<file path="src/rtl/switch_pkg.sv">
// switch_pkg: shared defaults and helpers for the buffered NxN crossbar switch
package switch_pkg;
  localparam int NPORTS_DEF = 2;
  localparam int DWIDTH_DEF = 32;
  localparam int DEPTH_DEF  = 4;
  localparam int CNT_W      = 16;
  function automatic bit is_onehot(logic [7:0] v);
    return (v != '0) && ((v & (v - 8'd1)) == '0);
  endfunction
endpackage

</file>
<file path="src/rtl/switch_nxn_buffered_if.sv">
// switch_nxn_buffered_if: ingress and egress handshake bundle of the crossbar switch
interface switch_nxn_buffered_if import switch_pkg::*; #(
  parameter int NPORTS = NPORTS_DEF,
  parameter int DWIDTH = DWIDTH_DEF
);
  logic [NPORTS-1:0]             in_valid;
  logic [NPORTS-1:0]             in_ready;
  logic [NPORTS-1:0][DWIDTH-1:0] in_data;
  logic [NPORTS-1:0][NPORTS-1:0] in_dest;
  logic [NPORTS-1:0]             out_valid;
  logic [NPORTS-1:0]             out_ready;
  logic [NPORTS-1:0][DWIDTH-1:0] out_data;
  modport slave (input in_valid, in_data, in_dest, out_ready, output in_ready, out_valid, out_data);
  modport master (output in_valid, in_data, in_dest, out_ready, input in_ready, out_valid, out_data);
endinterface

</file>
<file path="src/rtl/switch_fifo.sv">
// switch_fifo: synchronous FIFO with registered full/empty flags derived from occupancy
module switch_fifo import switch_pkg::*; #(
  parameter int W = DWIDTH_DEF + NPORTS_DEF,
  parameter int D = DEPTH_DEF
) (
  input  logic         clk,
  input  logic         resetN,
  input  logic         push,
  input  logic         pop,
  input  logic [W-1:0] din,
  output logic         full,
  output logic         empty,
  output logic [W-1:0] head
);
  localparam int AW = $clog2(D);
  logic [W-1:0]  mem_q [D];
  logic [W-1:0]  mem_d [D];
  logic [AW-1:0] wr_q, wr_d, rd_q, rd_d;
  logic [AW:0]   cnt_q, cnt_d;
  logic          full_q, full_d, empty_q, empty_d;
  always_comb begin
    mem_d = mem_q;
    if (push) mem_d[wr_q] = din;
    wr_d = wr_q + AW'(push);
    rd_d = rd_q + AW'(pop);
    cnt_d = cnt_q + (AW+1)'(push) - (AW+1)'(pop);
    full_d = cnt_d == (AW+1)'(D);
    empty_d = cnt_d == '0;
  end
  always_ff @(posedge clk or negedge resetN)
    if (!resetN) begin
      mem_q   <= '{default: '0};
      wr_q    <= '0;
      rd_q    <= '0;
      cnt_q   <= '0;
      full_q  <= 1'b0;
      empty_q <= 1'b1;
    end else begin
      mem_q   <= mem_d;
      wr_q    <= wr_d;
      rd_q    <= rd_d;
      cnt_q   <= cnt_d;
      full_q  <= full_d;
      empty_q <= empty_d;
    end
  assign full  = full_q;
  assign empty = empty_q;
  assign head  = mem_q[rd_q];
endmodule

</file>
<file path="src/rtl/switch_nxn_buffered.sv">
// switch_nxn_buffered: NxN crossbar, per-input FIFOs, per-output round-robin arbiter and register
// SWITCH_STATS_EN adds per-input saturating drop_cnt for invalid-destination words.
module switch_nxn_buffered import switch_pkg::*; #(
  parameter int NPORTS = NPORTS_DEF,
  parameter int DWIDTH = DWIDTH_DEF,
  parameter int DEPTH  = DEPTH_DEF
) (
  input logic clk,
  input logic resetN,
  switch_nxn_buffered_if.slave bus
`ifdef SWITCH_STATS_EN
  , output logic [NPORTS-1:0][CNT_W-1:0] drop_cnt
`endif
);
  localparam int PW = $clog2(NPORTS);
  logic [NPORTS-1:0]             acc, push, pop, full, empty;
  logic [DWIDTH+NPORTS-1:0]      head [NPORTS];
  logic [NPORTS-1:0]             gnt  [NPORTS];
  assign bus.in_ready = {NPORTS{resetN}} & ~full;
  for (genvar i = 0; i < NPORTS; i++) begin : g_in
    assign acc[i]  = bus.in_valid[i] & bus.in_ready[i];
    assign push[i] = acc[i] & is_onehot(8'(bus.in_dest[i]));
    switch_fifo #(.W(DWIDTH + NPORTS), .D(DEPTH)) u_fifo (
      .clk(clk), .resetN(resetN), .push(push[i]), .pop(pop[i]),
      .din({bus.in_dest[i], bus.in_data[i]}),
      .full(full[i]), .empty(empty[i]), .head(head[i])
    );
  end
  always_comb begin
    pop = '0;
    for (int j = 0; j < NPORTS; j++) pop = pop | gnt[j];
  end
  for (genvar j = 0; j < NPORTS; j++) begin : g_out
    logic              vld_q, vld_d, can, gv;
    logic [DWIDTH-1:0] dat_q, dat_d;
    logic [PW-1:0]     ptr_q, ptr_d, gi, cand;
    always_comb begin
      can = !vld_q || bus.out_ready[j];
      gv = 1'b0;
      gi = ptr_q;
      cand = ptr_q;
      for (int k = 1; k <= NPORTS; k++) begin
        cand = PW'((int'(ptr_q) + k) % NPORTS);
        if (can && !gv && !empty[cand] && head[cand][DWIDTH+j]) begin
          gv = 1'b1;
          gi = cand;
        end
      end
      vld_d = can ? gv : vld_q;
      dat_d = gv ? head[gi][DWIDTH-1:0] : dat_q;
      ptr_d = gv ? gi : ptr_q;
    end
    always_ff @(posedge clk or negedge resetN)
      if (!resetN) begin
        vld_q <= 1'b0;
        dat_q <= '0;
        ptr_q <= PW'(NPORTS - 1);
      end else begin
        vld_q <= vld_d;
        dat_q <= dat_d;
        ptr_q <= ptr_d;
      end
    assign gnt[j] = gv ? NPORTS'(1) << gi : '0;
    assign bus.out_valid[j] = vld_q;
    assign bus.out_data[j]  = dat_q;
  end
`ifdef SWITCH_STATS_EN
  logic [NPORTS-1:0][CNT_W-1:0] drop_q, drop_d;
  always_comb begin
    drop_d = drop_q;
    for (int i = 0; i < NPORTS; i++)
      drop_d[i] = (acc[i] && !push[i] && drop_q[i] != '1) ? drop_q[i] + 1'b1 : drop_q[i];
  end
  always_ff @(posedge clk or negedge resetN)
    if (!resetN) drop_q <= '0;
    else drop_q <= drop_d;
  assign drop_cnt = drop_q;
`endif
endmodule

</file>
<file path="src/flat_wrapper.sv">
// flat-port wrapper written by rule: the top's interface ports become plain ports
module switch_nxn_buffered_flat import switch_pkg::*;
#(
  parameter int NPORTS = NPORTS_DEF,
  parameter int DWIDTH = DWIDTH_DEF,
  parameter int DEPTH  = DEPTH_DEF
)
  (clk, resetN, bus_in_valid, bus_in_data, bus_in_dest, bus_out_ready, bus_in_ready, bus_out_valid, bus_out_data);
  switch_nxn_buffered_if #(.NPORTS(NPORTS), .DWIDTH(DWIDTH)) bus_i ();
  input logic clk;
  input logic resetN;
  input wire logic [$bits(bus_i.in_valid)-1:0] bus_in_valid;
  input wire logic [$bits(bus_i.in_data)-1:0] bus_in_data;
  input wire logic [$bits(bus_i.in_dest)-1:0] bus_in_dest;
  input wire logic [$bits(bus_i.out_ready)-1:0] bus_out_ready;
  output wire logic [$bits(bus_i.in_ready)-1:0] bus_in_ready;
  output wire logic [$bits(bus_i.out_valid)-1:0] bus_out_valid;
  output wire logic [$bits(bus_i.out_data)-1:0] bus_out_data;
  assign bus_i.in_valid = bus_in_valid;
  assign bus_i.in_data = bus_in_data;
  assign bus_i.in_dest = bus_in_dest;
  assign bus_i.out_ready = bus_out_ready;
  assign bus_in_ready = bus_i.in_ready;
  assign bus_out_valid = bus_i.out_valid;
  assign bus_out_data = bus_i.out_data;
  switch_nxn_buffered #(.NPORTS(NPORTS), .DWIDTH(DWIDTH), .DEPTH(DEPTH)) u_core (.clk(clk), .resetN(resetN), .bus(bus_i));
endmodule
</file>
<file path="config.mk">
export PLATFORM = sky130hd
export DESIGN_NAME = switch_nxn_buffered_flat
export DESIGN_NICKNAME = d
export VERILOG_FILES = /design/src/rtl/switch_pkg.sv /design/src/rtl/switch_nxn_buffered_if.sv /design/src/rtl/switch_fifo.sv /design/src/rtl/switch_nxn_buffered.sv /design/src/flat_wrapper.sv
export SDC_FILE = /design/constraint.sdc
export NUM_CORES = 1
export LEC_CHECK = 0
export ABC_CLOCK_PERIOD_IN_PS = 4900
export BUFFER_PORTS_ARGS = -buffer_cell sky130_fd_sc_hd__buf_4
export CORE_MARGIN = 2
export CORE_UTILIZATION = 60
export DETAILED_ROUTE_END_ITERATION = 12
export GPL_TIMING_DRIVEN = 0
export PLACE_DENSITY = 0.8
export RECOVER_POWER = 25
export SLEW_MARGIN = 0
export SYNTH_ARGS = -nofsm -noshare
export SYNTH_HDL_FRONTEND = slang
export SYNTH_SLANG_ARGS = --single-unit
export TNS_END_PERCENT = 50
</file>
<file path="constraint.sdc">
create_clock -name clk -period 4.9 [get_ports clk]
set_clock_uncertainty 0.2 [all_clocks]
set_input_delay 0.49 -clock clk [delete_from_list [all_inputs] [get_ports clk]]
set_output_delay 0.49 -clock clk [all_outputs]
set_load 0.02 [all_outputs]
</file>
==> impl_metrics.py, run 1 <==
metrics = {
    "final_layout": {
        "antenna_cells": 0,
        "final_util_pct": 71.5,
        "final_common_cell": "dfrtp_1",
        "final_cell_mix": "dfrtp_1 (354), mux2_2 (255), buf_4 (149)",
        "drive_above_1_share_pct": 44.2,
        "finalNetCount": 1381,
        "areaGrowthSynthToFinish_pct": 18.0,
    },
    "grt": {
        "overflow": 0,
        "grt_pass1_wl_um": 58200,
        "grt_pass1_vias": 10500,
        "grtUsageTotal_pct": 26.8,
        "grt_max_degree": 114,
        "antenna_found_initial": 0,
    },
    "critical_path": {
        "startpoint_type": "register",
        "path_cells": "buf_2 > mux2_2 > a22oi_1 > a21boi_0 > buf_2 > a22o_1 > ha_1 > inv_1 > ha_1 > inv_1 > fa_1 > xnor2_1 > xnor2_1 > nor3b_1",
        "max_stage_delay_ns": 0.45,
        "reg2reg_to": "u_core.g_in[0].u_fifo.full",
        "crit_fanout": 10,
        "r2r_cells": 14,
        "crit_type": "reg -> reg",
        "worst-path-buf-inv": 4,
        "critPathArrivalTime_ns": 4.50,
        "rr_startpoint": "u_core.g_in[1].u_fifo.rd_q[1]",
        "crit_family": "compound AO/OA/AOI/OAI gates",
        "ff2ff_setup_slack_ns": 0.63,
        "endpoint_kind": "register",
        "cpMaxStageDelayCell": "a22oi_1",
        "cp.required_ns": 5.12,
    },
    "clock_tree": {
        "insertion_delay_ns": 0.52,
        "ctsHtreeMaxLevel": 2,
        "cts-root-buf": "clkbuf_16",
        "path_clk_slew_ns": 0.06,
        "cts_tree": "built",
        "cts_setup_buffers": 0,
        "clock_sinks": 358,
        "cts_buffer_depth": 3,
        "ctsResizeCount": 0,
        "numCtsBuffers": 38,
    },
    "status": {
        "status": "finished with violations",
        "violations": "capacitance limit, slew limit",
    },
    "yosys": {
        "syn_nets": 1198,
        "ys.warnings.count": 0,
        "synth_cell_types": 36,
        "syn_area_um2": 15700,
        "syn_inst": 1114,
        "yosysSeqAreaShare_pct": 57.1,
        "syn_area_per_cell_um2": 14.1,
        "ys_seq_elements": 358,
    },
    "timing": {
        "maxSlewHeadroom_pct": -53.0,
        "finalCritPeriodShare_pct": 87.2,
        "tns_ns": 0,
        "setup_ws_ns": 0.629,
        "clock.fmax_ghz": 0.234,
        "finalCriticalPeriod_ns": 4.27,
        "drv_slew": 96,
        "worstMarginPinSlew_ns": 2.30,
        "hold_viol_final": 0,
        "rsz0062_at_grt": "no",
        "setup_viol": 0,
    },
    "placed_design": {
        "dp_hpwl_um": 24600,
        "place_congestion": 0.901,
        "port_buffers": 139,
        "post-place-ws_ns": 0.782,
    },
    "routing": {
        "via_per_inst": 5.98,
        "dr.first_iter.drc_count": 763,
        "ant_nets": 0,
        "drc": 0,
        "drt-total-wl_um": 35900,
        "routed-via-count": 9943,
        "wl_per_cell_um": 21.6,
        "dr.pass1.iters": 5,
    },
    "floorplanning": {
        "ios": 142,
        "start_util_pct": 60.6,
        "core_area_um2": 25900,
        "dieArea_um2": 27500,
        "die_w_um": 166,
        "die-height_um": 166,
        "fp-row-count": 59,
    },
    "hold_path": {
        "hold-path-endpoint": "u_core.g_in[1].u_fifo.mem_q[88]",
        "hold_depth": 2,
        "hold_class": "in -> reg",
        "holdCritStartpoint": "bus_in_data[52]",
    },
    "power": {
        "vdd_drop_max_mv": 0.533,
        "finalPower_w": 0.0147,
        "powerDensity_nw_per_um2": 791,
        "power.leakage_nw": 8.34,
    },
    "job": {
        "cap_viol_max_count": 1,
    },
}
cells in the mapped netlist (all sizes together):
cell    number  share of area, %
clkbuf      15              0.36
nor2        72               1.7
a22oi        4              0.19
clkinv       2              0.11
nor2b        4              0.16
fa           2              0.26
nand2b       2             0.080
xor2         7              0.39
nor3b        5              0.33
a21oi        5              0.16
mux2       273                20
nand2      131               3.1
inv         14              0.33
nand3        6              0.19
buf         59               2.5
dfstp        4              0.67
mux4        64               9.2
xnor2        3              0.17
dfrtp      354                56
a31oi       64               2.6
ha           8              0.64
a21boi       2             0.096
mux2i        2              0.13
o32a         2              0.13
nor3         4              0.19
a22o         2              0.11
and3         4              0.16
layout make-up:
type	instances	area, um2
timing repair buffer	143	1120
clock inverter	11	134
buffer	74	448
inverter	16	70.1
clock buffer	59	1150
sequential	358	8960
tap	335	419
multi-input combinational	666	6220
fill	1696	7380
timing repair:
item,4_1_cts,5_1_grt
hold endpoints to repair,47,0
endpoints found under the setup margin,0,0
hold buffers,1,0
state kept, by name (all words and copies together) (netlist names):
signal	count
u_core.g_in.u_fifo.full	2
u_core.g_in.u_fifo.rd_q	4
u_core.g_in.u_fifo.cnt_q	6
u_core.g_in.u_fifo.wr_q	4
u_core.g_out.vld_q	2
u_core.g_out.dat_q	64
u_core.g_in.u_fifo.empty	2
u_core.g_out.ptr_q	2
u_core.g_in.u_fifo.mem_q	272
worst register-to-register path, cell delays in order (launching register included):
cell and delay [ns]:
dfrtp_1 0.33, buf_2 0.25, mux2_2 0.37, a22oi_1 0.45
a21boi_0 0.42, buf_2 0.32, a22o_1 0.29, ha_1 0.29
inv_1 0.06, ha_1 0.14, inv_1 0.05, fa_1 0.38
xnor2_1 0.15, xnor2_1 0.23, nor3b_1 0.26
worst max path at each step:
stage / start / cells after the start / to
after CTS: u_core.g_in[1].u_fifo.rd_q[1] / 13 / u_core.g_in[1].u_fifo.full
after detailed placement: u_core.g_in[1].u_fifo.rd_q[1] / 14 / u_core.g_in[0].u_fifo.full
final: u_core.g_in[1].u_fifo.rd_q[1] / 14 / u_core.g_in[0].u_fifo.full
after global placement: resetN / 8 / u_core.g_in[1].u_fifo.mem_q[45]
after floorplan: u_core.g_in[0].u_fifo.rd_q[1] / 15 / u_core.g_in[0].u_fifo.full
after global routing: u_core.g_in[1].u_fifo.rd_q[1] / 14 / u_core.g_in[0].u_fifo.full
report_power, final:
group / internal (W) / total, W / switching, W
Sequential: 0.00448 / 0.00526 / 0.000783
Combinational: 0.00305 / 0.00646 / 0.00341
Clock: 0.00178 / 0.00294 / 0.00116
Total: 0.00930 / 0.0147 / 0.00535
routing by layer:
metal  vias up  routed length (um)  GRT usage, %  share of wire, %
met4         0                1230          9.49               3.4
met3        85                2460          6.20               6.9
li1       4362                   -             -                 -
met2       327               17400          43.1                48
met5         -                   0             0                 0
met1      5169               14800          36.4                41
metrics by stage:
stage / cell area [um2] / hold slack (ns) / std cells
2_1_floorplan: 15700 / -0.00559 / 1114
5_1_grt: 18500 / 0.0168 / 1662
3_5_place_dp: 17300 / 0.228 / 1591
6_report: 18500 / 0.0139 / 1662
3_3_place_gp: 17200 / 0.263 / 1588
4_1_cts: 18600 / 0.00551 / 1662
cell families after synthesis:
logic type / synth area share (%)
AO/OA/AOI/OAI: 3.24
XOR/XNOR: 0.558
adder cells (fa/ha/maj): 0.893
buffers and inverters: 3.30
flip-flops: 57.1
multiplexers: 28.9
AND/OR/NAND/NOR: 5.99
Power figures use the tool's default switching activity.
==> inputs of run 2 (changes only) <==
Settings changed: PLACE_DENSITY 0.8 to 0.85.
==> run 2 against run 1 <==
Effect of this change:
- the flow now finishes without violations
- largest cell class unchanged
- cell area decreased by 1.1%
- die area unchanged
- critical path type unchanged
- global-route usage increased by 0.38 points
- sequential cell count unchanged
- worst hold slack improved by 0.0064 ns
- core utilization decreased by 0.80 points
- highest routed layer unchanged
- clock power increased by 3%
- first-iteration DRC count increased by 4.6%
==> impl_metrics.py, run 2 (synthesis results as in run 1) <==
metrics = {
    "status": {
        "status": "finished, final reports clean",
    },
    "critical_path": {
        "critPathArrivalTime_ns": 4.55,
        "path_cells": "clkbuf_1 > mux2_2 > a22oi_1 > o32a_1 > buf_6 > clkinv_4 > buf_6 > a22o_1 > ha_1 > inv_1 > ha_1 > fa_1 > xor2_1 > xnor2_1 > nor3b_1",
        "r2r_cells": 15,
        "worst-path-buf-inv": 5,
        "crit_fanout": 10,
        "endpoint_kind": "register",
        "max_stage_delay_ns": 0.43,
        "crit_type": "reg -> reg",
        "critical_path_depth": 15,
        "cp.required_ns": 5.12,
        "crit_family": "buffers and inverters",
        "cpMaxStageDelayCell": "clkbuf_1",
        "ff2ff_setup_slack_ns": 0.57,
        "startpoint_type": "register",
    },
    "timing": {
        "setup_viol": 0,
        "drv_slew": 0,
        "rsz0062_at_grt": "no",
        "finalCriticalPeriod_ns": 4.33,
        "worstMarginPinSlew_ns": 0.909,
        "setup_ws_ns": 0.570,
        "finalCritPeriodShare_pct": 88.4,
        "clock.fmax_ghz": 0.231,
        "maxSlewHeadroom_pct": 39.4,
        "hold_viol_final": 0,
    },
    "final_layout": {
        "largest-register": "u_core.g_in.u_fifo.mem_q",
        "final_common_cell": "dfrtp_1",
        "finalNetCount": 1380,
        "stdcell_area_um2": 18300,
        "reg_top3": "u_core.g_in.u_fifo.mem_q: 272 flops, u_core.g_out.dat_q: 64 flops, u_core.g_in.u_fifo.cnt_q: 6 flops",
        "drive_above_1_share_pct": 39.2,
        "antenna_cells": 0,
        "largest_reg_flops": 272,
        "areaGrowthSynthToFinish_pct": 16.7,
        "final_cell_mix": "dfrtp_1 (354), mux2_2 (255), nand2_1 (131)",
    },
    "clock_tree": {
        "cts_tree": "built",
        "numCtsBuffers": 38,
        "cts-root-buf": "clkbuf_16",
        "ctsHtreeMaxLevel": 2,
        "clock_sinks": 358,
        "path_clk_slew_ns": 0.06,
        "ctsResizeCount": 0,
        "insertion_delay_ns": 0.53,
        "cts_buffer_depth": 3,
    },
    "routing": {
        "wl_per_cell_um": 22.0,
        "dr.first_iter.drc_count": 798,
        "routed-via-count": 10100,
        "drc": 0,
        "drt-total-wl_um": 36600,
        "dr.pass1.iters": 5,
        "via_per_inst": 6.08,
        "ant_nets": 0,
    },
    "floorplanning": {
        "start_util_pct": 60.6,
        "core_area_um2": 25900,
        "die_w_um": 166,
        "ios": 142,
        "fp-row-count": 59,
        "dieArea_um2": 27500,
        "die-height_um": 166,
    },
    "placed_design": {
        "post-place-ws_ns": 0.911,
        "port_buffers": 139,
        "dpl_cell_area_um2": 17200,
        "place_congestion": 0.903,
        "dp_hpwl_um": 24900,
    },
    "grt": {
        "globalRoute.busiestLayer": "met2",
        "grt_max_degree": 131,
        "overflow": 0,
        "grtUsageTotal_pct": 27.2,
        "antenna_found_initial": 0,
        "met3_usage_pct": 5.82,
        "grt_pass1_wl_um": 58800,
        "grt_pass1_vias": 10800,
        "gr-usage-met2_pct": 44.4,
        "met1_usage_pct": 36.6,
    },
    "power": {
        "powerDensity_nw_per_um2": 795,
        "p_switching_w": 0.00540,
        "power.leakage_nw": 8.11,
        "clockPowerShare_pct": 20.8,
        "comb_power_share_pct": 43.0,
        "power_frac_seq_pct": 36.2,
        "internal-power_w": 0.00917,
        "vdd_drop_max_mv": 0.546,
        "netSwitchingFraction_pct": 37.0,
    },
    "hold_path": {
        "hold_depth": 2,
        "hold_class": "in -> reg",
    },
    "job": {
        "cap_viol_max_count": 0,
    },
}
## run 2: cell types whose count changed in the layout (fill, tap and decap cells not counted), sizes merged
cell	before	now
buf	200	133
bufinv	3	4
clkbuf	75	143
clkinv	10	4
## run 2: metrics by stage
step	power [W]	instances	hold slack (ns)	utilization, %	setup TNS, ns
floorplan	0.00959	1114	-0.00559	-	0
detailed placement	0.0117	1590	0.273	66.5	0
finish	0.0146	1658	0.0203	70.7	0
global placement	0.0113	1588	0.261	66.2	-322.67
CTS	0.0148	1658	0.00858	71.7	0
global route	0.0154	1658	0.0157	70.7	0
## run 2: worst register-to-register path: stages (launching register included)
cell and delay (ns):
dfrtp_1 0.33, clkbuf_1 0.43, mux2_2 0.40, a22oi_1 0.41, o32a_1 0.23, buf_6 0.15, clkinv_4 0.11, buf_6 0.17
a22o_1 0.24, ha_1 0.28, inv_1 0.04, ha_1 0.18, fa_1 0.38, xor2_1 0.17, xnor2_1 0.26, nor3b_1 0.25
## run 2: repair_timing
item,4_1_cts,5_1_grt
hold buffers,1,0
setup buffers,0,0
hold endpoints to repair,114,0
## run 2: worst paths after layout
path / from / endpoint
setup / recovery: u_core.g_in[1].u_fifo.rd_q[1] / u_core.g_in[1].u_fifo.full
hold / removal: bus_in_data[28] / u_core.g_in[0].u_fifo.mem_q[28]
setup reg to reg: u_core.g_in[1].u_fifo.rd_q[1] / u_core.g_in[1].u_fifo.full
hold reg to reg: u_core.g_in[1].u_fifo.mem_q[87] / u_core.g_in[1].u_fifo.mem_q[87]
max in group asynchronous: resetN / u_core.g_in[1].u_fifo.mem_q[112]
min in group asynchronous: resetN / u_core.g_in[0].u_fifo.mem_q[96]
## run 2: routing by layer
layer,part of all wire (%),routed length (um)
met4,3.3,1210
met1,40,14600
met2,50,18100
met5,0,0
met3,7.0,2580
## run 2: layout make-up
type / count / area (um2)
fill: 1729 / 7590
timing repair buffer: 142 / 868
clock buffer: 61 / 1200
sequential: 358 / 8960
tap: 335 / 419
multi-input combinational: 666 / 6220
inverter: 16 / 70.1
clock inverter: 6 / 134
buffer: 74 / 447
## run 2: power groups by stage
stage               logic (W)  clock network (W)  registers (W)
global placement      0.00615                  0        0.00519
detailed placement    0.00640                  0        0.00529
floorplan             0.00424                  0        0.00535
finish                0.00626            0.00303        0.00528
CTS                   0.00649            0.00307        0.00527
global route          0.00675            0.00319        0.00542
